===== src/rtl/maxpool2d_scheduler_pkg.sv =====
// Shared constants for the pooling scheduler: FSM encoding, layer dimensions and window size.
// The convolution scheduler draws its layer dimensions from the same constants.
package maxpool2d_scheduler_pkg;

    typedef enum logic [2:0] {
        ST_IDLE,
        ST_READ,
        ST_FINAL,
        ST_WRITE,
        ST_DONE
    } state_e;

    localparam int unsigned L0_IN_DIM  = 24;
    localparam int unsigned L0_OUT_DIM = 12;
    localparam int unsigned L1_IN_DIM  = 8;
    localparam int unsigned L1_OUT_DIM = 4;
    localparam int unsigned POOL_WIN   = 2;
    localparam int unsigned COORD_W    = 4;

    function automatic int unsigned in_dim(input logic m);
        return m ? L1_IN_DIM : L0_IN_DIM;
    endfunction

    function automatic int unsigned out_dim(input logic m);
        return m ? L1_OUT_DIM : L0_OUT_DIM;
    endfunction

endpackage


===== src/rtl/maxpool2d_scheduler_max_cmp.sv =====
// Signed two-input maximum; on a tie the incumbent a_i is kept.
module max_cmp #(
    parameter int DATA_BIT = 8
) (
    input  logic [DATA_BIT-1:0] a_i,
    input  logic [DATA_BIT-1:0] b_i,
    output logic [DATA_BIT-1:0] max_o
);

    assign max_o = ($signed(b_i) > $signed(a_i)) ? b_i : a_i;

endmodule


===== src/rtl/maxpool2d_scheduler.sv =====
// 2x2 stride-2 max-pool scheduler: reads each window from a synchronous source memory,
// keeps a running signed maximum and writes one pooled pixel every 6 cycles.
module maxpool2d_scheduler
    import maxpool2d_scheduler_pkg::*;
#(
    parameter int ADDR_BIT      = 10,
    parameter int DATA_BIT      = 8,
    parameter int DST_BASE_ADDR = 0
) (
    input  logic                clk,
    input  logic                rst_n,
    input  logic                start,
    input  logic                mode,
    output logic [ADDR_BIT-1:0] src_mem_addr,
    input  logic [DATA_BIT-1:0] src_mem_rdata,
    output logic [ADDR_BIT-1:0] dst_mem_addr,
    output logic [DATA_BIT-1:0] dst_mem_wdata,
    output logic                dst_mem_we,
    output logic                busy,
    output logic                done
);

    state_e               state_q, state_d;
    logic [1:0]           k_q, k_d;
    logic [COORD_W-1:0]   ox_q, ox_d, oy_q, oy_d;
    logic [DATA_BIT-1:0]  max_q, max_d;
    logic                 mode_q, mode_d;

    logic [DATA_BIT-1:0]  cmp_max;
    logic [ADDR_BIT-1:0]  in_dim_a, out_dim_a, row_a, col_a, src_addr, dst_addr;
    logic [COORD_W-1:0]   last_c;
    logic                 last_win;

    // Address arithmetic carried at full ADDR_BIT width so the 24x24 map cannot truncate.
    assign in_dim_a  = ADDR_BIT'(in_dim(mode_q));
    assign out_dim_a = ADDR_BIT'(out_dim(mode_q));
    assign row_a     = ADDR_BIT'(oy_q) * ADDR_BIT'(POOL_WIN) + ADDR_BIT'(k_q[1]);
    assign col_a     = ADDR_BIT'(ox_q) * ADDR_BIT'(POOL_WIN) + ADDR_BIT'(k_q[0]);
    assign src_addr  = row_a * in_dim_a + col_a;
    assign dst_addr  = ADDR_BIT'(DST_BASE_ADDR) + ADDR_BIT'(oy_q) * out_dim_a + ADDR_BIT'(ox_q);

    assign last_c   = COORD_W'(out_dim(mode_q) - 1);
    assign last_win = (ox_q == last_c) && (oy_q == last_c);

    max_cmp #(.DATA_BIT(DATA_BIT)) u_max_cmp (
        .a_i   (max_q),
        .b_i   (src_mem_rdata),
        .max_o (cmp_max)
    );

    always_ff @(posedge clk or negedge rst_n) begin
        if (!rst_n) begin
            state_q <= ST_IDLE;
            k_q     <= '0;
            ox_q    <= '0;
            oy_q    <= '0;
            max_q   <= '0;
            mode_q  <= 1'b0;
        end else begin
            state_q <= state_d;
            k_q     <= k_d;
            ox_q    <= ox_d;
            oy_q    <= oy_d;
            max_q   <= max_d;
            mode_q  <= mode_d;
        end
    end

    always_comb begin
        state_d       = state_q;
        k_d           = k_q;
        ox_d          = ox_q;
        oy_d          = oy_q;
        max_d         = max_q;
        mode_d        = mode_q;
        src_mem_addr  = '0;
        dst_mem_addr  = '0;
        dst_mem_wdata = '0;
        dst_mem_we    = 1'b0;
        busy          = 1'b1;
        done          = 1'b0;

        case (state_q)
            ST_IDLE: begin
                busy = 1'b0;
                if (start) begin
                    state_d = ST_READ;
                    k_d     = '0;
                    ox_d    = '0;
                    oy_d    = '0;
                    mode_d  = mode;
                end
            end
            ST_READ: begin
                src_mem_addr = src_addr;
                // Read data lags the address by one cycle, so k selects the previous sample.
                if (k_q == 2'd1) begin
                    max_d = src_mem_rdata;
                end else if (k_q != 2'd0) begin
                    max_d = cmp_max;
                end
                k_d = k_q + 2'd1;
                if (k_q == 2'd3) begin
                    state_d = ST_FINAL;
                end
            end
            ST_FINAL: begin
                max_d   = cmp_max;
                state_d = ST_WRITE;
            end
            ST_WRITE: begin
                dst_mem_we    = 1'b1;
                dst_mem_wdata = max_q;
                dst_mem_addr  = dst_addr;
                k_d           = '0;
                if (last_win) begin
                    ox_d    = '0;
                    oy_d    = '0;
                    state_d = ST_DONE;
                end else if (ox_q == last_c) begin
                    ox_d    = '0;
                    oy_d    = oy_q + COORD_W'(1);
                    state_d = ST_READ;
                end else begin
                    ox_d    = ox_q + COORD_W'(1);
                    state_d = ST_READ;
                end
            end
            ST_DONE: begin
                done    = 1'b1;
                state_d = ST_IDLE;
            end
            default: begin
                busy    = 1'b0;
                state_d = ST_IDLE;
            end
        endcase
    end

endmodule


===== config.mk =====
export PLATFORM = sky130hd
export DESIGN_NAME = maxpool2d_scheduler
export DESIGN_NICKNAME = d
export VERILOG_FILES = /design/src/rtl/maxpool2d_scheduler_pkg.sv /design/src/rtl/maxpool2d_scheduler_max_cmp.sv /design/src/rtl/maxpool2d_scheduler.sv
export SDC_FILE = /design/constraint.sdc
export NUM_CORES = 1
export LEC_CHECK = 0
export CORE_ASPECT_RATIO = 0.8
export CORE_UTILIZATION = 39
export CTS_CLUSTER_SIZE = 40
export DETAILED_ROUTE_END_ITERATION = 6
export HOLD_SLACK_MARGIN = 0.08
export PLACE_DENSITY = 0.69
export SETUP_SLACK_MARGIN = 0.5
export SLEW_MARGIN = 20
export SYNTH_ARGS = -nofsm -noshare
export SYNTH_HDL_FRONTEND = slang
export SYNTH_SLANG_ARGS = --single-unit

===== constraint.sdc =====
create_clock -name clk -period 4 [get_ports clk]
set_clock_uncertainty 0.05 [all_clocks]
set_input_delay 1 -clock clk [delete_from_list [all_inputs] [get_ports clk]]
set_output_delay 1 -clock clk [all_outputs]
set_load 0.02 [all_outputs]

==> impl_metrics.csv <==
group,metric,value,unit
run_status,status,"finished, final reports clean",
power,internal_power,0.858,mW
cells_and_area,syn2layout_area_growth,45.6,%
setup_path,path_max_fanout,4,
timing,fmax,0.265,GHz
synth,synth_simple_gate_area_frac,0.181,
timing,hold_violations,0,
timing,slew_headroom,0.369,
global_route,grt_pass1_wl,7310,microns
clock_tree,cts.reportedPaths.clkPinSlew,0.08,ns
placed_design,globalplace.congestion,0.830,
clock_tree,clk_latency,0.27,ns
setup_path,r2r_end,"state_q[0]$_DFFE_PN0P_",
detailed_routing,ant_nets,0,
timing,rsz0062_at_grt,"true",
power,total_power,1.46,mW
power,power.static_leakage,1.33,nW
synth,avgSynthCellArea,9.41,sq um
clock_tree,cts-root-buf,"clkbuf_8",
synth,yosysSeqAreaShare,0.283,
floorplanning,chipHeight,65.2,microns
detailed_routing,post_drt_wl_per_cell,14.3,microns
timing,worstMarginPinSlew,0.944,ns
floorplanning,dieArea,0.00528,sq mm
clock_tree,ctsLongestPathBuffers,2,
synth,syn_nets,259,
setup_path,startpoint_type,"flop",
placed_design,dpl_worst_slack,-0.0236,ns
setup_path,critPathMaxStageDelay,0.45,ns
timing,fin_tns_setup,0,ns
job,drv_cap,0,
clock_tree,cts_hold_buffers,0,
synth,synth_mux_area_frac,0.0463,
cells_and_area,layout-drive-gt1-share,0.294,
power,sw_frac_of_total,0.414,
timing,drv_slew,0,
detailed_routing,first_pass_iters,4,
detailed_routing,vias_per_cell,5.17,
setup_path,rr_startpoint,"mode_q$_DFFE_PN0P_",
global_route,grt_max_degree,23,
power,switchingPower,0.606,mW
synth,ys_ff_latch,22,
setup_path,worstPathCellList,"inv_2, nand2_4, xnor2_4, ha_4, ha_4, ha_4, fa_2, a21o_1, a21oi_2, xor2_1, nor2_2, buf_6",
clock_tree,cts_sinks,22,
power,clkPwrFrac,0.143,
synth,synth_xor_area_frac,0.0450,
worst_hold_path,min_from,"max_q[1]$_DFFE_PN0P_",
synth,synth_edf_count,0,
floorplanning,fp.coreArea,0.00468,sq mm
synth,ys_types,43,
cells_and_area,finalNetCount,318,
clock_tree,numCtsBuffers,3,
detailed_routing,routed_wl,4640,microns
synth,syn_inst,207,
timing,timing.final.ws_setup,0.221,ns
clock_tree,cts_max_level,1,
worst_hold_path,min_path_type,"flop to flop",
worst_hold_path,worstHoldPathCells,1,
global_route,grt_overflow,0,
global_route,grt_usage,0.182,
synth,synth-main-ff-cell,"dfrtp_1",
synth,synth_compound_gate_area_share,0.124,
timing,final.period_utilization,0.945,
setup_path,arrival,2.73,ns
setup_path,required,2.95,ns
setup_path,setup.worst_path.class,"flop to primary output",
setup_path,crit_path_end_kind,"primary output",
setup_path,cpMaxStageDelayCell,"dfrtp_2",
setup_path,path_buf_inv,2,
power,peakVddDrop,333,uV
setup_path,worst_path_most_repeated_cell,"ha_4",
floorplanning,rows,22,
setup_path,rrSetupSlack,1.84,ns
cells_and_area,finish.utilization,0.606,
floorplanning,io_pins,43,
power,pwr-share-seq,0.267,
detailed_routing,dr.first_iter.drc_count,64,
synth,syn_area,0.00195,sq mm
synth,synth_top_family_by_area,"adder cells",
synth,ys_async_sr_fraction,1.00,
detailed_routing,via_count,1679,
timing,finalSetupViolCount,0,
placed_design,port_buffers,41,
floorplanning,fp.dieW,81.0,microns
global_route,grt_pass1_vias,1554,
placed_design,dpl.hpwl,3280,microns
floorplanning,start_util,0.416,
synth,yosys_warnings,0,
power,combPwrFrac,0.590,
worst_hold_path,worstHoldEndpoint,"max_q[1]$_DFFE_PN0P_",
synth,synthAdderAreaFrac,0.269,
detailed_routing,drc_errors,0,
setup_path,cp_top_family,"adder cells",
cells_and_area,diodes,0,
power,power_density,516,mW/mm^2
timing,fin_crit,3.78,ns
setup_path,r2r_cells,8,
global_route,antenna_found_initial,0,
clock_tree,cts_tree,"built",
-- placed cells by master, fill, tap and decap left out, drive strengths merged, types with 2 or more instances in the layout --
cell	instances
mux2	8
nor3b	2
clkbuf	3
nor2b	3
xor2	5
fa	3
or3b	2
clkdlybuf4s50	29
a31oi	3
dfrtp	22
inv	18
nand3b	2
a21oi	6
xnor2	5
nand2	9
and2	13
nor2	21
a22o	3
a21o	4
nor3	3
nand2b	3
buf	27
ha	37
o21ai	15
nand4	3
-- worst max path at each step --
stage / end / depth (start not counted) / start / slack (ns)
6_report: src_mem_addr[9] / 12 / mode_q$_DFFE_PN0P_ / 0.22
5_1_grt: src_mem_addr[9] / 12 / mode_q$_DFFE_PN0P_ / 0.06
4_1_cts: src_mem_addr[9] / 12 / mode_q$_DFFE_PN0P_ / 0.23
3_5_place_dp: src_mem_addr[9] / 12 / mode_q$_DFFE_PN0P_ / -0.02
3_3_place_gp: src_mem_addr[9] / 10 / mode_q$_DFFE_PN0P_ / 0.02
2_1_floorplan: src_mem_addr[9] / 9 / oy_q[1]$_DFFE_PN0P_ / 0.51
-- power groups by stage --
stage,registers [mW],clock network (mW),logic (mW)
after detailed placement,0.387,0,0.794
final,0.390,0.209,0.864
after CTS,0.384,0.215,0.845
after global placement,0.382,0,0.789
after floorplan,0.357,0,0.554
after global routing,0.406,0.225,0.967
-- per-stage QoR --
stage	hold WS [ns]	std cells	cell area, sq um
after floorplan	0.429	207	1970
after global placement	0.436	315	2510
after detailed placement	0.444	315	2510
after CTS	0.463	322	2740
after global routing	0.478	325	2840
final	0.458	325	2840
-- timing repair --
item | CTS | global route
setup buffers | 3 | 3
pin swaps | 16 | 5
setup endpoints to repair | 11 | 18
resized for setup | 69 | 16
-- flip-flops by register name (all words and copies together), names as in the netlist --
name	flops
max_q	8
state_q	3
oy_q	4
ox_q	4
k_q	2
mode_q	1
-- kinds of logic (layout without fill, tap and decap cells) --
group | Yosys count | after routing
other | 1 | 1
xor gates and xnor gates | 10 | 10
DFF | 22 | 22
adders and majority gates | 40 | 40
and+or+nand+nor | 66 | 66
AOI/OAI and AO/OA | 37 | 37
muxes | 8 | 8
buffers and inverters | 23 | 81
-- routing by layer --
| layer | routed length [microns] | global-route usage | share of wire | vias to the layer above |
|---|---|---|---|---|
| li1 | - | - | - | 835 |
| met1 | 2420 | 0.282 | 0.52 | 807 |
| met2 | 2020 | 0.257 | 0.43 | 31 |
| met3 | 163 | 0.0333 | 0.035 | 6 |
| met4 | 44 | 0.0402 | 0.0095 | 0 |
| met5 | 0 | 0 | 0 | - |
-- final cells by class --
cell class | instances | area [sq um]
clock buffer | 3 | 41.3
clock inverter | 1 | 30.0
fill | 386 | 1840
inverter | 19 | 72.6
multi-input combinational | 162 | 1540
sequential | 22 | 552
tap | 60 | 75.1
timing repair buffer | 58 | 528
-- synthesized netlist by cell type (2+ instances only) --
cell | instances | share of area
a21oi_1 | 6 | 0.015
nor3b_1 | 2 | 0.0077
and2_1 | 12 | 0.039
a21o_1 | 4 | 0.015
nand4_1 | 3 | 0.0096
fa_1 | 3 | 0.031
nor2_1 | 21 | 0.040
inv_1 | 18 | 0.035
nor3_1 | 3 | 0.0077
mux2_2 | 8 | 0.046
xnor2_1 | 5 | 0.022
a31oi_1 | 3 | 0.0096
nor2b_1 | 3 | 0.0096
dfrtp_1 | 22 | 0.28
ha_1 | 37 | 0.24
nand2b_1 | 3 | 0.0096
a22o_1 | 3 | 0.013
nand3b_1 | 2 | 0.0077
nand2_1 | 8 | 0.015
xor2_1 | 5 | 0.022
o21ai_0 | 14 | 0.036
Power figures use the tool's default switching activity.
